$ cat src/rtl/proteus_bus_arbiter.sv
// proteus_bus_arbiter
//   Shares one memory command/response port between the fetch bus (ibus) and the
//   load/store bus (dbus). Commands are arbitrated with zero-cycle latency, and a grant
//   is held until its handshake completes. The source ID of each accepted command is
//   queued in order, so that each in-order memory response is routed back to its issuer.
//
// Configuration macro:
//   PROTEUS_ARB_RR_EN  defined:   round-robin between simultaneous requesters
//                      undefined: fixed priority, dbus over ibus
//
// Ports:
//   clk, reset                  clock and synchronous active-high reset
//   ibus_cmd_* / ibus_rsp_*     fetch command (address only) and response (rdata)
//   dbus_cmd_* / dbus_rsp_*     data command (address/write/wdata/wmask) and response
//   mem_cmd_* / mem_rsp_*       shared memory command and in-order response port
//   outst_cnt                   number of commands accepted but not yet answered
//   err_orphan_rsp              sticky flag: a response arrived with nothing outstanding
module proteus_bus_arbiter #(
    parameter int unsigned AW        = 32,
    parameter int unsigned DW        = 32,
    parameter int unsigned MAX_OUTST = 2
) (
    input  logic                           clk,
    input  logic                           reset,

    input  logic                           ibus_cmd_valid,
    output logic                           ibus_cmd_ready,
    input  logic [AW-1:0]                  ibus_cmd_payload_address,
    output logic                           ibus_rsp_valid,
    input  logic                           ibus_rsp_ready,
    output logic [DW-1:0]                  ibus_rsp_payload_rdata,

    input  logic                           dbus_cmd_valid,
    output logic                           dbus_cmd_ready,
    input  logic [AW-1:0]                  dbus_cmd_payload_address,
    input  logic                           dbus_cmd_payload_write,
    input  logic [DW-1:0]                  dbus_cmd_payload_wdata,
    input  logic [DW/8-1:0]                dbus_cmd_payload_wmask,
    output logic                           dbus_rsp_valid,
    input  logic                           dbus_rsp_ready,
    output logic [DW-1:0]                  dbus_rsp_payload_rdata,

    output logic                           mem_cmd_valid,
    input  logic                           mem_cmd_ready,
    output logic [AW-1:0]                  mem_cmd_address,
    output logic                           mem_cmd_write,
    output logic [DW-1:0]                  mem_cmd_wdata,
    output logic [DW/8-1:0]                mem_cmd_wmask,
    input  logic                           mem_rsp_valid,
    output logic                           mem_rsp_ready,
    input  logic [DW-1:0]                  mem_rsp_rdata,

    output logic [$clog2(MAX_OUTST+1)-1:0] outst_cnt,
    output logic                           err_orphan_rsp
);

    localparam int unsigned CW = $clog2(MAX_OUTST + 1);
    localparam int unsigned PW = (MAX_OUTST > 1) ? $clog2(MAX_OUTST) : 1;
    localparam logic [CW-1:0] MaxCnt  = CW'(MAX_OUTST);
    localparam logic [PW-1:0] LastPtr = PW'(MAX_OUTST - 1);

    typedef enum logic [0:0] {StUnlocked, StLocked} lock_e;

    lock_e         lock_q;
    logic          locked_src_q;      // 0 = ibus, 1 = dbus
    logic          route_q [MAX_OUTST];
    logic [PW-1:0] rd_ptr_q;
    logic [PW-1:0] wr_ptr_q;
    logic [CW-1:0] cnt_q;
    logic          err_q;
`ifdef PROTEUS_ARB_RR_EN
    logic          last_grant_q;
`endif

    logic grant_src;
    logic req_valid;
    logic can_issue;
    logic cmd_valid;
    logic cmd_fire;
    logic fifo_empty;
    logic head_src;
    logic rsp_ready;
    logic rsp_pop;
    logic orphan;

    // Grant selection; a locked grant always wins so a pending command is never preempted.
    always_comb begin
        grant_src = 1'b0;
        if (lock_q == StLocked) begin
            grant_src = locked_src_q;
        end else if (ibus_cmd_valid && dbus_cmd_valid) begin
`ifdef PROTEUS_ARB_RR_EN
            grant_src = ~last_grant_q;
`else
            grant_src = 1'b1;
`endif
        end else if (dbus_cmd_valid) begin
            grant_src = 1'b1;
        end
    end

    // Full check uses the registered count, so a same-cycle pop does not free a slot.
    assign can_issue = cnt_q < MaxCnt;
    assign req_valid = grant_src ? dbus_cmd_valid : ibus_cmd_valid;
    assign cmd_valid = ~reset & can_issue & req_valid;
    assign cmd_fire  = cmd_valid & mem_cmd_ready;

    assign mem_cmd_valid   = cmd_valid;
    assign mem_cmd_address = grant_src ? dbus_cmd_payload_address : ibus_cmd_payload_address;
    assign mem_cmd_write   = grant_src & dbus_cmd_payload_write;
    assign mem_cmd_wdata   = grant_src ? dbus_cmd_payload_wdata : '0;
    assign mem_cmd_wmask   = grant_src ? dbus_cmd_payload_wmask : '0;
    assign ibus_cmd_ready  = cmd_valid & ~grant_src & mem_cmd_ready;
    assign dbus_cmd_ready  = cmd_valid & grant_src & mem_cmd_ready;

    // Response routing by the oldest outstanding source ID.
    assign fifo_empty = (cnt_q == '0);
    assign head_src   = route_q[rd_ptr_q];
    // With nothing outstanding the response is swallowed so the memory cannot stall.
    assign rsp_ready  = fifo_empty ? 1'b1 : (head_src ? dbus_rsp_ready : ibus_rsp_ready);
    assign mem_rsp_ready = ~reset & rsp_ready;
    assign rsp_pop    = ~reset & ~fifo_empty & mem_rsp_valid & rsp_ready;
    assign orphan     = ~reset & fifo_empty & mem_rsp_valid;

    assign ibus_rsp_valid         = ~reset & ~fifo_empty & ~head_src & mem_rsp_valid;
    assign dbus_rsp_valid         = ~reset & ~fifo_empty & head_src & mem_rsp_valid;
    assign ibus_rsp_payload_rdata = mem_rsp_rdata;
    assign dbus_rsp_payload_rdata = mem_rsp_rdata;

    assign outst_cnt      = cnt_q;
    assign err_orphan_rsp = err_q;

    always_ff @(posedge clk) begin
        if (reset) begin
            lock_q       <= StUnlocked;
            locked_src_q <= 1'b0;
            rd_ptr_q     <= '0;
            wr_ptr_q     <= '0;
            cnt_q        <= '0;
            err_q        <= 1'b0;
`ifdef PROTEUS_ARB_RR_EN
            last_grant_q <= 1'b0;
`endif
        end else begin
            if (cmd_fire) begin
                lock_q <= StUnlocked;
            end else if (cmd_valid) begin
                lock_q       <= StLocked;
                locked_src_q <= grant_src;
            end

            if (cmd_fire) begin
                route_q[wr_ptr_q] <= grant_src;
                wr_ptr_q          <= (wr_ptr_q == LastPtr) ? '0 : wr_ptr_q + PW'(1);
`ifdef PROTEUS_ARB_RR_EN
                last_grant_q      <= grant_src;
`endif
            end

            if (rsp_pop) begin
                rd_ptr_q <= (rd_ptr_q == LastPtr) ? '0 : rd_ptr_q + PW'(1);
            end

            if (cmd_fire && !rsp_pop) begin
                cnt_q <= cnt_q + CW'(1);
            end else if (!cmd_fire && rsp_pop) begin
                cnt_q <= cnt_q - CW'(1);
            end

            if (orphan) begin
                err_q <= 1'b1;
            end
        end
    end

endmodule

$ cat config.mk
export PLATFORM = sky130hd
export DESIGN_NAME = proteus_bus_arbiter
export DESIGN_NICKNAME = d
export VERILOG_FILES = /design/src/rtl/proteus_bus_arbiter.sv
export SDC_FILE = /design/constraint.sdc
export NUM_CORES = 1
export LEC_CHECK = 0
export CAP_MARGIN = 20
export CORE_AREA = 8 8 103 105
export DETAILED_ROUTE_END_ITERATION = 16
export DIE_AREA = 0 0 111 113
export GPL_ROUTABILITY_DRIVEN = 1
export HOLD_SLACK_MARGIN = 0.12
export PLACE_DENSITY = 0.75
export SETUP_SLACK_MARGIN = 0.4
export SYNTH_ARGS = -nofsm -noshare
export SYNTH_HDL_FRONTEND = slang
export SYNTH_SLANG_ARGS = --single-unit
$ cat constraint.sdc
create_clock -name clk -period 2.95 [get_ports clk]
set_clock_uncertainty 0.1 [all_clocks]
set_input_delay 0.59 -clock clk [delete_from_list [all_inputs] [get_ports clk]]
set_output_delay 0.59 -clock clk [all_outputs]
set_load 0.01 [all_outputs]
==> metrics.log <==
INFO  metric status = completed
INFO  metric design.final.nets = 479
INFO  metric cts-buffers-inserted = 3
INFO  metric worst_setup_path_startpoint = dbus_cmd_valid
INFO  metric relative_slew_slack = 80.5%
INFO  metric crit_chain = buf_2, inv_1, o21a_4, buf_12, buf_12, mux2_2, dlygate4sd2_1
INFO  metric routed_wl = 8680 µm
INFO  metric detail_route.first_pass.iterations = 4
INFO  metric min_period_over_period = 84.8%
INFO  metric cts_tree = built
INFO  metric grt_first_pass_wirelength = 12,600 µm
INFO  metric congestion_overflow_gr = 0
INFO  metric ys.warnings.count = 0
INFO  metric hold_viol = 0
INFO  metric timing.final.setup_violations = 0
INFO  metric clk_pin_slew = 0.05 ns
INFO  metric power-per-cell-area = 294 mW/mm²
INFO  metric critPathMaxStageDelay = 0.33 ns
INFO  metric cts_max_level = 1
INFO  metric cp_num_buf_inv = 5
INFO  metric worstSetupPathType = in -> out
INFO  metric post-route-min-period = 2.50 ns
INFO  metric clk_path_buf_depth = 2
INFO  metric cp_data_required_time = 2.26 ns
INFO  metric drt_iter0_markers = 55
INFO  metric antenna-diode-count = 0
INFO  metric instances_no_fill = 447
INFO  metric max-cap-violations = 0
INFO  metric avgViaCountPerCell = 4.00
INFO  metric crit_slowest_cell = sky130_fd_sc_hd__mux2_2
INFO  metric min_path_type = reg -> reg
INFO  metric dieArea = 0.0125 mm²
INFO  metric number_of_antenna_violations_at_the_first_check_in_global_routing = 1
INFO  metric place.port_buffers = 186
INFO  metric syn_to_final_growth = 103%
INFO  metric worst-slew-pin-transition = 0.284 ns
INFO  metric peakVddDrop = 0.133 mV
INFO  metric place.detailed.hpwl = 7250 µm
INFO  metric yosysSeqAreaShare = 13.6%
INFO  metric count_of_different_cell_masters_after_synthesis = 27
INFO  metric drt_drc_violations_left = 0
INFO  metric min-delay-start = wr_ptr_q
INFO  metric area_of_the_core = 0.00898 mm²
INFO  metric arrival = 1.81 ns
INFO  metric overall_routing_resource_usage = 12.8%
INFO  metric wl_per_cell = 19.4 µm
INFO  metric post_synth_inst_count = 199
INFO  metric worst_setup_path_start_kind = input pin
INFO  metric grt_max_degree = 21
INFO  metric synth_nets = 341
INFO  metric upper_clock_frequency_limit = 400 MHz
INFO  metric post_route_cells_drive_above_1_share = 37.5%
INFO  metric drt.antenna.violating_nets = 0
INFO  metric rsz0062_at_grt = true
INFO  metric worst_path_dominant_cell_family = buffers and inverters
INFO  metric critical_path.max_fanout = 5
INFO  metric chipWidth = 111 µm
INFO  metric clock-sinks = 10
INFO  metric syn_area = 0.00162 mm²
INFO  metric power.static_leakage = 1.42 nW
INFO  metric fp.dieH = 113 µm
INFO  metric post_synth.cell_area_avg = 8.12 µm²
INFO  metric placed_cells = 431
INFO  metric fin_total_pwr = 0.964 mW
INFO  metric cp-end-kind = output pin
INFO  metric floorplan.initialDensity = 18.0%
INFO  metric report.final.slew_viol_count = 0
INFO  metric rr_startpoint = outst_cnt[1]
INFO  metric clock_tree.root_cell = sky130_fd_sc_hd__clkbuf_8
INFO  metric finalWeightedCongestion = 0.804
INFO  metric clock_latency = 0.23 ns
INFO  metric vias = 1,789
INFO  metric io-pin-count = 283
INFO  metric floorplan.rows = 35
INFO  metric crit_path_frequent_cell = sky130_fd_sc_hd__buf_12
INFO  metric ys_ff_latch = 10
INFO  metric first_global_vias = 2,045
[kinds of logic (layout without fill, tap and decap cells)]
group,count (synthesis),after routing,synth area share [%]
multiplexers,35,35,24.2
XOR/XNOR,2,2,1.08
AND/OR/NAND/NOR,58,58,21.3
adder cells (fa/ha/maj),1,1,0.774
AO/OA/AOI/OAI,15,15,5.58
flip-flops,10,10,13.6
buffers and inverters,78,215,33.5
[worst paths after layout]
check,cells past startpoint,end,slack (ns)
setup / recovery,7,mem_cmd_address[29],0.45
hold / removal,1,wr_ptr_q,0.38
setup reg to reg,8,outst_cnt[1],0.75
hold reg to reg,1,wr_ptr_q,0.38
[cell type report]
class	count	area [µm²]
timing repair buffer	207	1980
sequential	10	220
fill	932	5700
tap	111	139
clock inverter	1	3.75
inverter	4	17.5
multi-input combinational	111	881
clock buffer	3	41.3
[registers in the layout (all words and copies together), names as in the netlist, named ones only]
| register | cells |
|---|---|
| rd_ptr_q | 1 |
| lock_q | 1 |
| outst_cnt | 2 |
| wr_ptr_q | 1 |
| route_q | 2 |
| err_orphan_rsp | 1 |
| locked_src_q | 1 |
[through the flow]
stage	utilization [%]	hold WS (ns)	instance area, µm²	setup TNS [ns]	setup WS (ns)
floorplan	-	0.346	1620	0	0.560
global placement	35.5	0.350	3180	-6.94	-0.141
detailed placement	35.5	0.372	3180	-7.67	-0.164
CTS	37.7	0.384	3380	0	0.294
global route	36.5	0.429	3280	0	0.398
finish	36.5	0.377	3280	0	0.447
[metal layers]
layer / GRT usage (%) / routed length (µm) / up-vias
li1: - / - / 859
met1: 12.9 / 3230 / 796
met2: 23.2 / 4420 / 105
met3: 5.98 / 879 / 27
met4: 3.15 / 136 / 2
met5: 0 / 8 / -
[what timing repair did]
item                                   in CTS  in global routing
gates cloned                                4                  0
gates resized for setup                   195                 57
buffers inserted                            7                  1
setup endpoints to repair                  76                 62
pin swaps                                   4                  1
hold buffers                                0                  0
endpoints found under the hold margin       0                  0
[power by group]
group	total [mW]	leakage (nW)	internal [mW]	switching [mW]
combinational	0.646	1.31	0.410	0.236
clock	0.143	0.0231	0.0911	0.0524
sequential	0.174	0.0841	0.157	0.0177
[synthesized netlist by cell type, drive strengths merged]
library cell | instances | area, µm²
a31oi | 1 | 6.26
and2b | 1 | 8.76
o21ai | 3 | 15.0
buf | 70 | 510
xor2 | 2 | 17.5
mux2 | 32 | 360
and2 | 38 | 238
nand2 | 1 | 3.75
ha | 1 | 12.5
nor2 | 10 | 40.0
a21o | 1 | 7.51
a21oi | 6 | 30.0
edfxtp | 2 | 60.1
clkbuf | 4 | 15.0
or3 | 3 | 18.8
or2 | 1 | 6.26
nand2b | 2 | 12.5
o21bai | 2 | 15.0
or3b | 1 | 11.3
mux2i | 3 | 30.0
nor3 | 1 | 5.00
inv | 4 | 15.0
o21a | 1 | 7.51
dfxtp | 8 | 160
a311oi | 1 | 8.76
[layout by cell type (no fill, tap or decap), types with 2 or more instances in the layout]
cell type	count
sky130_fd_sc_hd__mux2_2	31
sky130_fd_sc_hd__nor2_2	3
sky130_fd_sc_hd__buf_12	7
sky130_fd_sc_hd__dfxtp_1	8
sky130_fd_sc_hd__xor2_1	2
sky130_fd_sc_hd__dlygate4sd2_1	5
sky130_fd_sc_hd__clkdlybuf4s50_1	109
sky130_fd_sc_hd__mux2i_1	3
sky130_fd_sc_hd__buf_2	21
sky130_fd_sc_hd__clkbuf_2	24
sky130_fd_sc_hd__buf_16	3
sky130_fd_sc_hd__a21oi_1	6
sky130_fd_sc_hd__edfxtp_1	2
sky130_fd_sc_hd__clkdlybuf4s15_1	13
sky130_fd_sc_hd__nand2b_1	2
sky130_fd_sc_hd__buf_6	2
sky130_fd_sc_hd__nor2_1	7
sky130_fd_sc_hd__o21bai_1	2
sky130_fd_sc_hd__or3_1	2
sky130_fd_sc_hd__and2_1	38
sky130_fd_sc_hd__o21ai_0	2
sky130_fd_sc_hd__inv_1	2
sky130_fd_sc_hd__clkdlybuf4s15_2	12
sky130_fd_sc_hd__buf_4	10
sky130_fd_sc_hd__clkbuf_8	3
Note: power is estimated with default switching activity, not from simulation.
